$ cat config.mk
export PLATFORM = sky130hd
export DESIGN_NAME = output_writeback
export DESIGN_NICKNAME = d
export VERILOG_FILES = /design/src/rtl/accel_pkg.sv /design/src/rtl/owb_skid.sv /design/src/rtl/output_writeback.sv
export SDC_FILE = /design/constraint.sdc
export NUM_CORES = 1
export LEC_CHECK = 0
export BUFFER_PORTS_ARGS = -buffer_cell sky130_fd_sc_hd__clkbuf_2
export CORE_UTILIZATION = 47
export DETAILED_ROUTE_END_ITERATION = 7
export PLACE_DENSITY_LB_ADDON = 0.15
export SYNTH_ARGS = -nofsm -noshare
export SYNTH_HDL_FRONTEND = slang
export SYNTH_HIERARCHICAL = 1
export SYNTH_SLANG_ARGS = --single-unit
export TNS_END_PERCENT = 100
$ cat constraint.sdc
create_clock -name CLK -period 2.21 [get_ports CLK]
set_clock_uncertainty 0.15 [all_clocks]
set_input_delay 0.1105 -clock CLK [delete_from_list [all_inputs] [get_ports CLK]]
set_output_delay 0.1105 -clock CLK [all_outputs]
set_load 0.01 [all_outputs]
$ cat src/rtl/accel_pkg.sv
// Shared accelerator definitions: writeback FSM states and default geometry.
package accel_pkg;

  localparam int OWB_DATA_W  = 16;
  localparam int OWB_ADDR_W  = 13;
  localparam int OWB_OUT_LEN = 31;

  typedef enum logic [2:0] {
    S_IDLE,
    S_REQ,
    S_COPY,
    S_DRAIN,
    S_DONE
  } owb_state_t;

endpackage

$ cat src/rtl/owb_skid.sv
// One-word hold register for output_writeback.
// It catches a returned word when the share grant is lost, and it replays that word first.
module owb_skid #(
  parameter int DATA_W = 16
) (
  input  logic              CLK,
  input  logic              RESET,
  input  logic              i_clr,
  input  logic              i_gnt,
  input  logic              i_in_valid,
  input  logic [DATA_W-1:0] i_in_data,
  output logic              o_wr,
  output logic [DATA_W-1:0] o_wr_data,
  output logic              o_hold_valid
);

  logic              r_valid;
  logic [DATA_W-1:0] r_data;

  always_comb begin
    o_hold_valid = r_valid;
    o_wr         = i_gnt && (r_valid || i_in_valid);
    o_wr_data    = r_valid ? r_data : i_in_data;
  end

  always_ff @(posedge CLK or negedge RESET) begin
    if (!RESET) begin
      r_valid <= 1'b0;
      r_data  <= '0;
    end else if (i_clr) begin
      r_valid <= 1'b0;
      r_data  <= '0;
    end else if (r_valid) begin
      // The hold word drains first; a word arriving in the same cycle takes its place.
      if (i_gnt) begin
        r_valid <= i_in_valid;
        if (i_in_valid) r_data <= i_in_data;
      end
    end else if (i_in_valid && !i_gnt) begin
      r_valid <= 1'b1;
      r_data  <= i_in_data;
    end
  end

endmodule

$ cat src/rtl/output_writeback.sv
// Copies OUT_LEN words from the output buffer into share memory at OADDR, under arbiter grant.
// Optional macro OWB_RELU_EN: negative words are written as zero.
module output_writeback
  import accel_pkg::*;
#(
  parameter int DATA_W  = OWB_DATA_W,
  parameter int ADDR_W  = OWB_ADDR_W,
  parameter int OUT_LEN = OWB_OUT_LEN
) (
  input  logic              CLK,
  input  logic              RESET,
  input  logic              START,
  input  logic [ADDR_W-1:0] OADDR,
  output logic              BUSY,
  output logic              DONE,
  output logic              output_cen,
  output logic              output_ren,
  output logic [ADDR_W-1:0] output_addr,
  input  logic [DATA_W-1:0] output_rdata,
  output logic              share_req,
  input  logic              share_gnt,
  output logic              share_cen,
  output logic              share_wen,
  output logic [ADDR_W-1:0] share_addr,
  output logic [DATA_W-1:0] share_wdata
);

  localparam int               CNT_W = $clog2(OUT_LEN + 1);
  localparam logic [CNT_W-1:0] LEN   = CNT_W'(OUT_LEN);

  owb_state_t        r_state, w_state_nxt;
  logic [ADDR_W-1:0] r_oaddr;
  logic [CNT_W-1:0]  r_rd_cnt;
  logic [CNT_W-1:0]  r_wr_cnt;
  logic              r_rd_pend;

  logic              w_accept;
  logic              w_read;
  logic              w_wr;
  logic              w_hold_valid;
  logic [DATA_W-1:0] w_word;
  logic [DATA_W-1:0] w_wr_data;

  always_comb begin
`ifdef OWB_RELU_EN
    w_word = output_rdata[DATA_W-1] ? '0 : output_rdata;
`else
    w_word = output_rdata;
`endif
  end

  always_comb begin
    w_accept = (r_state == S_IDLE) && START;
    w_read   = (r_state == S_COPY) && share_gnt && (r_rd_cnt < LEN)
               && !(w_hold_valid && !share_gnt);
  end

  owb_skid #(
    .DATA_W(DATA_W)
  ) u_skid (
    .CLK         (CLK),
    .RESET       (RESET),
    .i_clr       (w_accept),
    .i_gnt       (share_gnt),
    .i_in_valid  (r_rd_pend),
    .i_in_data   (w_word),
    .o_wr        (w_wr),
    .o_wr_data   (w_wr_data),
    .o_hold_valid(w_hold_valid)
  );

  always_comb begin
    w_state_nxt = r_state;
    case (r_state)
      S_IDLE:  if (START) w_state_nxt = S_REQ;
      S_REQ:   if (share_gnt) w_state_nxt = S_COPY;
      S_COPY:  if (r_rd_cnt == LEN) w_state_nxt = S_DRAIN;
      S_DRAIN: if (r_wr_cnt == LEN) w_state_nxt = S_DONE;
      S_DONE:  w_state_nxt = S_IDLE;
      default: w_state_nxt = S_IDLE;
    endcase
  end

  always_ff @(posedge CLK or negedge RESET) begin
    if (!RESET) begin
      r_state   <= S_IDLE;
      r_oaddr   <= '0;
      r_rd_cnt  <= '0;
      r_wr_cnt  <= '0;
      r_rd_pend <= 1'b0;
    end else begin
      r_state   <= w_state_nxt;
      r_rd_pend <= w_read;
      if (w_accept) begin
        r_oaddr  <= OADDR;
        r_rd_cnt <= '0;
        r_wr_cnt <= '0;
      end else begin
        if (w_read) r_rd_cnt <= r_rd_cnt + 1'b1;
        if (w_wr)   r_wr_cnt <= r_wr_cnt + 1'b1;
      end
    end
  end

  // Strobes are decoded straight from state so an asynchronous reset silences them at once.
  always_comb begin
    BUSY        = (r_state != S_IDLE);
    DONE        = (r_state == S_DONE);
    share_req   = (r_state == S_REQ) || (r_state == S_COPY) || (r_state == S_DRAIN);
    output_cen  = !w_read;
    output_ren  = w_read;
    output_addr = w_read ? ADDR_W'(r_rd_cnt) : '0;
    share_cen   = !w_wr;
    share_wen   = !w_wr;
    share_addr  = w_wr ? (r_oaddr + ADDR_W'(r_wr_cnt)) : '0;
    share_wdata = w_wr ? w_wr_data : '0;
  end

endmodule
; Word-level counts from Yosys, hierarchy flattened
; Cells that the tools add are included.
[word_totals]
reg_bits = 44
output_inout_bits = 49
elab_cells = 66
[op_classes]
n_eq_ne = 12
n_reduce_logical = 21
muxes = 22
n_addsub = 3
magnitude_cmp = 1
[op_table]
columns = cell, count
row1 = 2-to-1 mux 16 bit, 7
row2 = 2-to-1 mux 5 bit, 5
row3 = adder 13 x 5 -> 13 bit, 1
row4 = 2-to-1 mux 13 bit, 1
row5 = 2-to-1 mux 3 bit, 4
row6 = one-hot mux 3 bit (4 select lines), 1
row7 = adder 5 x 1 -> 5 bit (second input constant), 2
row8 = == test 5 bit (second input constant), 2
row9 = inequality test 2 bit (second input constant), 4
row10 = logical AND 1 bit, 7
row11 = == test 3 x 2 -> 1 bit (second input constant), 2
row12 = inequality test 3 x 2 -> 1 bit (second input constant), 2
row13 = nonzero test 3 bit, 2
row14 = less-than comparator 5 bit (second input constant), 1
row15 = zero test 1 bit, 4
row16 = 2-to-1 mux 1 bit, 4
row17 = AND reduction 4 bit, 1
row18 = nonzero test 2 bit, 2
row19 = == test 3 x 1 -> 1 bit (second input constant), 1
row20 = == test 3 bit (second input constant), 1
row21 = zero test 3 bit, 1
row22 = logical OR 1 bit, 3
row23 = AND reduction 3 bit, 1

; Depth between registers and ports, before layout
[depth]
depth_word = 6
depth_mapped = 7

; Cells and area by module
; Netlist, hierarchy kept.
[modules_own_cells]
columns = module, seq_area_each_um2, n_inst, area_each_um2, cells_per_inst
row1 = output_writeback, 675.6, 1, 1823.0, 219
row2 = owb_skid, 425.4, 1, 1067.3, 94

; Worst setup path after synthesis
; No wires, ideal clock.
[synth_path]
kind = reg2out
start = register r_wr_cnt[0]
end = output port share_addr[8]
arrival_ns = 1.883
required_ns = 1.949
path_slack_ns = 0.066
n_path_buf = 0
stages_incl_launch_ff = 7
cell_sequence = dfrtp_1 > ha_1 > fa_1 > a211o_1 > a21oi_4 > o21ai_0 > a21oi_1
[synth_between]
elab_chain_cells = 2
[synth_lines]
columns = element, line
row1 = "start, declared", output_writeback.sv:34  ; logic [CNT_W-1:0] r_wr_cnt;
row2 = "start signal, assigned", output_writeback.sv:100  ; if (w_wr) r_wr_cnt <= r_wr_cnt + 1'b1;
row3 = adder 13 x 5 -> 13 bit, output_writeback.sv:115  ; share_addr = w_wr ? (r_oaddr + ADDR_W'(r_wr_cnt)) : '0;
row4 = 2-to-1 mux 13 bit, output_writeback.sv:115
row5 = "end, declared", output_writeback.sv:24  ; output logic [ADDR_W-1:0] share_addr,
; Every way passes these cells.

; Worst setup path after layout
[layout_path]
start = register r_oaddr[4]
end = output port share_addr[11]
[layout_between]
elab_chain_cells = 2
[layout_lines]
columns = element, line
row1 = "start, declared", output_writeback.sv:32  ; logic [ADDR_W-1:0] r_oaddr;
row2 = "start signal, assigned", output_writeback.sv:87  ; r_oaddr <= '0;
row3 = "start signal, assigned", output_writeback.sv:95  ; r_oaddr <= OADDR;
row4 = adder 13 x 5 -> 13 bit, output_writeback.sv:115
row5 = 2-to-1 mux 13 bit, output_writeback.sv:115
; Every way passes these cells.

==> impl_results.md <==
- Delay-heaviest family, CP: compound AO/OA/AOI/OAI gates
- CTS buffer count: 5
- DRT iter0 DRCs: 80
- Drt wl/cell: 13.3 microns
- Hold Path Depth: 4
- Clock root cell: clkbuf_8
- Most numerous cell in the Yosys netlist: nand2_1
- Total Routing Usage GR: 21.2%
- Die width: 80.4 microns
- Die Span Y: 80.4 microns
- Worst vdd ir: 0.552 mV
- Drt drc: 0
- Num rows: 28
- CP Data Required Time: 1950 ps
- CP Max Fanout: 5
- Syn Std Cell Area: 0.00289 sq mm
- Placed Area: 0.00330 sq mm
- # nets final: 470
- Synth area leader: dfrtp_1
- Full die area: 0.00647 sq mm
- Post-route ant nets: 0
- Vias in the first global route: 2450
- Slew Viols, Final: 0
- Cell Chain, Critical Path: ha_4, nand3_2, o32a_1, or3_1, a21oi_1, buf_2
- Post-synth cell types: 46
- Setup CP Type: register to output port
- Hold Crit Class: input port to register
- Switching Share: 39.8%
- Clock H-tree levels: 2
- Final hold vios: 0
- Clock Path Buffers: 2
- FMAX: 416 MHz
- P_int: 2620 uW
- Flops & latches, synth: 44
- Worst Path Buf+Inv: 1
- Synth top area share: 38.1%
- Clock share of power: 12.3%
- Total power: 4360 uW
- Synth Flop Type: dfrtp_1
- Hold wc startpoint: share_gnt
- R2R Setup Slk: 480 ps
- Antenna diodes: 0
- P_sw: 1730 uW
- Logic pwr share: 53.0%
- Worst Path Arrival: 2140 ps
- I/O Buffers: 73
- Hold Path End: u_skid/o_hold_valid
- Initial antenna violation count: 0
- 1st-pass router iterations: 4
- # IOs: 82
- Seq/Total Area, Yosys: 38.1%
- Period minus WS final: 2400 ps
- Vias: 2542
- Worst r2r src: r_wr_cnt[1]
- Leakage: 0.00189 uW
- Critical Path End Type: output port
- Mean Syn Cell Area: 9.23 sq um
- Pwr Density: 1120 mW/mm^2
- Layout cell share with drive strength beyond 1: 32.1%
- Hpwl dp: 4.26 mm
- Seq pwr share: 34.7%
- Syn. warnings: 6
- Max-Cap Viols: 0
- Synth async-reset ratio: 100%
- Endpoints failing setup: 8
- Gate Count Post-Synth: 313
- Core ar.: 0.00592 sq mm
- Critical Path Start Type: register
- CTS clk-pin slew, worst paths: 80 ps
- Post-synth EDFFs: 0
- Synth top cells by count: 53 x nand2_1, 44 x dfrtp_1, 34 x nand2b_1
- Global-route wire length before repair: 10.7 mm
- Run status: complete, but fails checks
- Period utilisation layout: 109%
- CTS tree: done
- Fin area: 0.00389 sq mm
- Initial Util: 48.8%
- CP peak stage delay: 450 ps
- RSZ-0062 raised after global routing: yes
- Clock latency on the worst-skew pair: 290 ps
- Synth top area cells: dfrtp_1 38%, nand2b_1 7.4%, mux2i_1 6.9%
- RR Endpoint: r_state[0]
- Wirelength, routed: 6.67 mm
- CTS sink count: 44
- Violated checks: negative setup slack
- Slowest library cell on the worst path: dfrtp_2
- Largest net degree at the start of global routing: 53
- Setup ws final: -193 ps
- P&R area growth vs syn: 34.7%
- DR vias/cell: 5.06
- Routability cong.: 0.800
- Total grt overflow: 0
- Reg2Reg Depth: 7
-- repair_timing --
item / 4_1_cts / 5_1_grt
resized for setup: 16 / 14
endpoints found under the hold margin: 47 / 0
buffers inserted: 5 / 5
hold buffers: 31 / 0
setup endpoints to repair: 9 / 9
pin swaps: 7 / 6
gates cloned: 0 / 0
-- worst min-delay path, delay by kind of cell --
| family | cells | cell delay (ps) |
|---|---|---|
| simple gates | 2 | 120 |
| buf+inv | 1 | 160 |
| compound gates | 1 | 50 |
-- power by group through the flow --
stage                     clock, uW  combinational (uW)  sequential, uW
after global placement            0                1850            1470
after CTS                       555                2170            1500
final                           537                2310            1510
after global routing            580                2570            1560
after floorplan                   0                1420            1400
after detailed placement          0                1890            1480
-- worst max-delay path by stage --
stage / to / cells after the start / slack (ps) / start
after floorplan: share_addr[8] / 6 / 70 / r_wr_cnt[0]
after global placement: share_addr[8] / 7 / 30 / r_oaddr[0]
after detailed placement: share_addr[8] / 7 / -30 / r_oaddr[0]
after CTS: share_addr[8] / 7 / -220 / r_oaddr[0]
after global routing: share_addr[8] / 7 / -300 / r_wr_cnt[0]
final: share_addr[11] / 6 / -190 / r_oaddr[4]
-- per-stage QoR --
stage	setup slack (ps)	setup TNS (ps)	util (%)	cells	hold WS (ps)
2_1_floorplan	66.1	0	-	320	-335
3_5_place_dp	-26.6	-36.2	55.8	454	-65.1
5_1_grt	-302	-1980	65.7	502	76.9
4_1_cts	-223	-1190	64.7	497	36.6
3_3_place_gp	29.8	0	55.8	454	-59.3
6_report	-193	-1100	65.7	502	40.8
-- kinds of logic after synthesis --
family	share of synthesized area, %
flops	38.1
mux	13.2
other cells	0.130
compound gates	9.57
buf+inv	6.06
simple gates	26.6
fa+ha+maj	4.59
xor+xnor	1.82
-- cell type report --
cell class              instances  area [sq um]
inverters                       6          22.5
flip-flops and latches         44          1100
multi-input cells             247          1740
clock buffers                   7          96.3
repair buffers                123           835
well taps                      75          93.8
fillers                       510          2030
-- metal layers --
metal,share of wire [%],vias up,global-route usage (%)
li1,-,1274,-
met2,50,60,37.5
met4,1.5,0,6.07
met1,45,1195,26.5
met3,3.3,13,3.41
met5,0,-,0
-- cells in the final DEF (no fill, tap or decap), types with 4 or more instances in the layout --
master and instances:
o21ai_0 5, mux2_2 16, clkbuf_2 65, nand2b_1 34, buf_4 17, buf_2 8
clkbuf_8 7, ha_1 4, and2_1 24, conb_1 8, ha_4 4, dlygate4sd3_1 31
mux2i_1 20, nor2_1 14, dfrtp_1 41, inv_1 5, nand4_1 4, nand2_1 53
a21oi_1 10
-- registers in the layout, indices dropped and copies added, names as in the netlist --
register and count:
u_skid/r_data 16, r_oaddr 13, r_rd_cnt 5, r_wr_cnt 5, r_state 3, r_rd_pend 1
u_skid/o_hold_valid 1
Note: power is estimated with default switching activity, not from simulation.
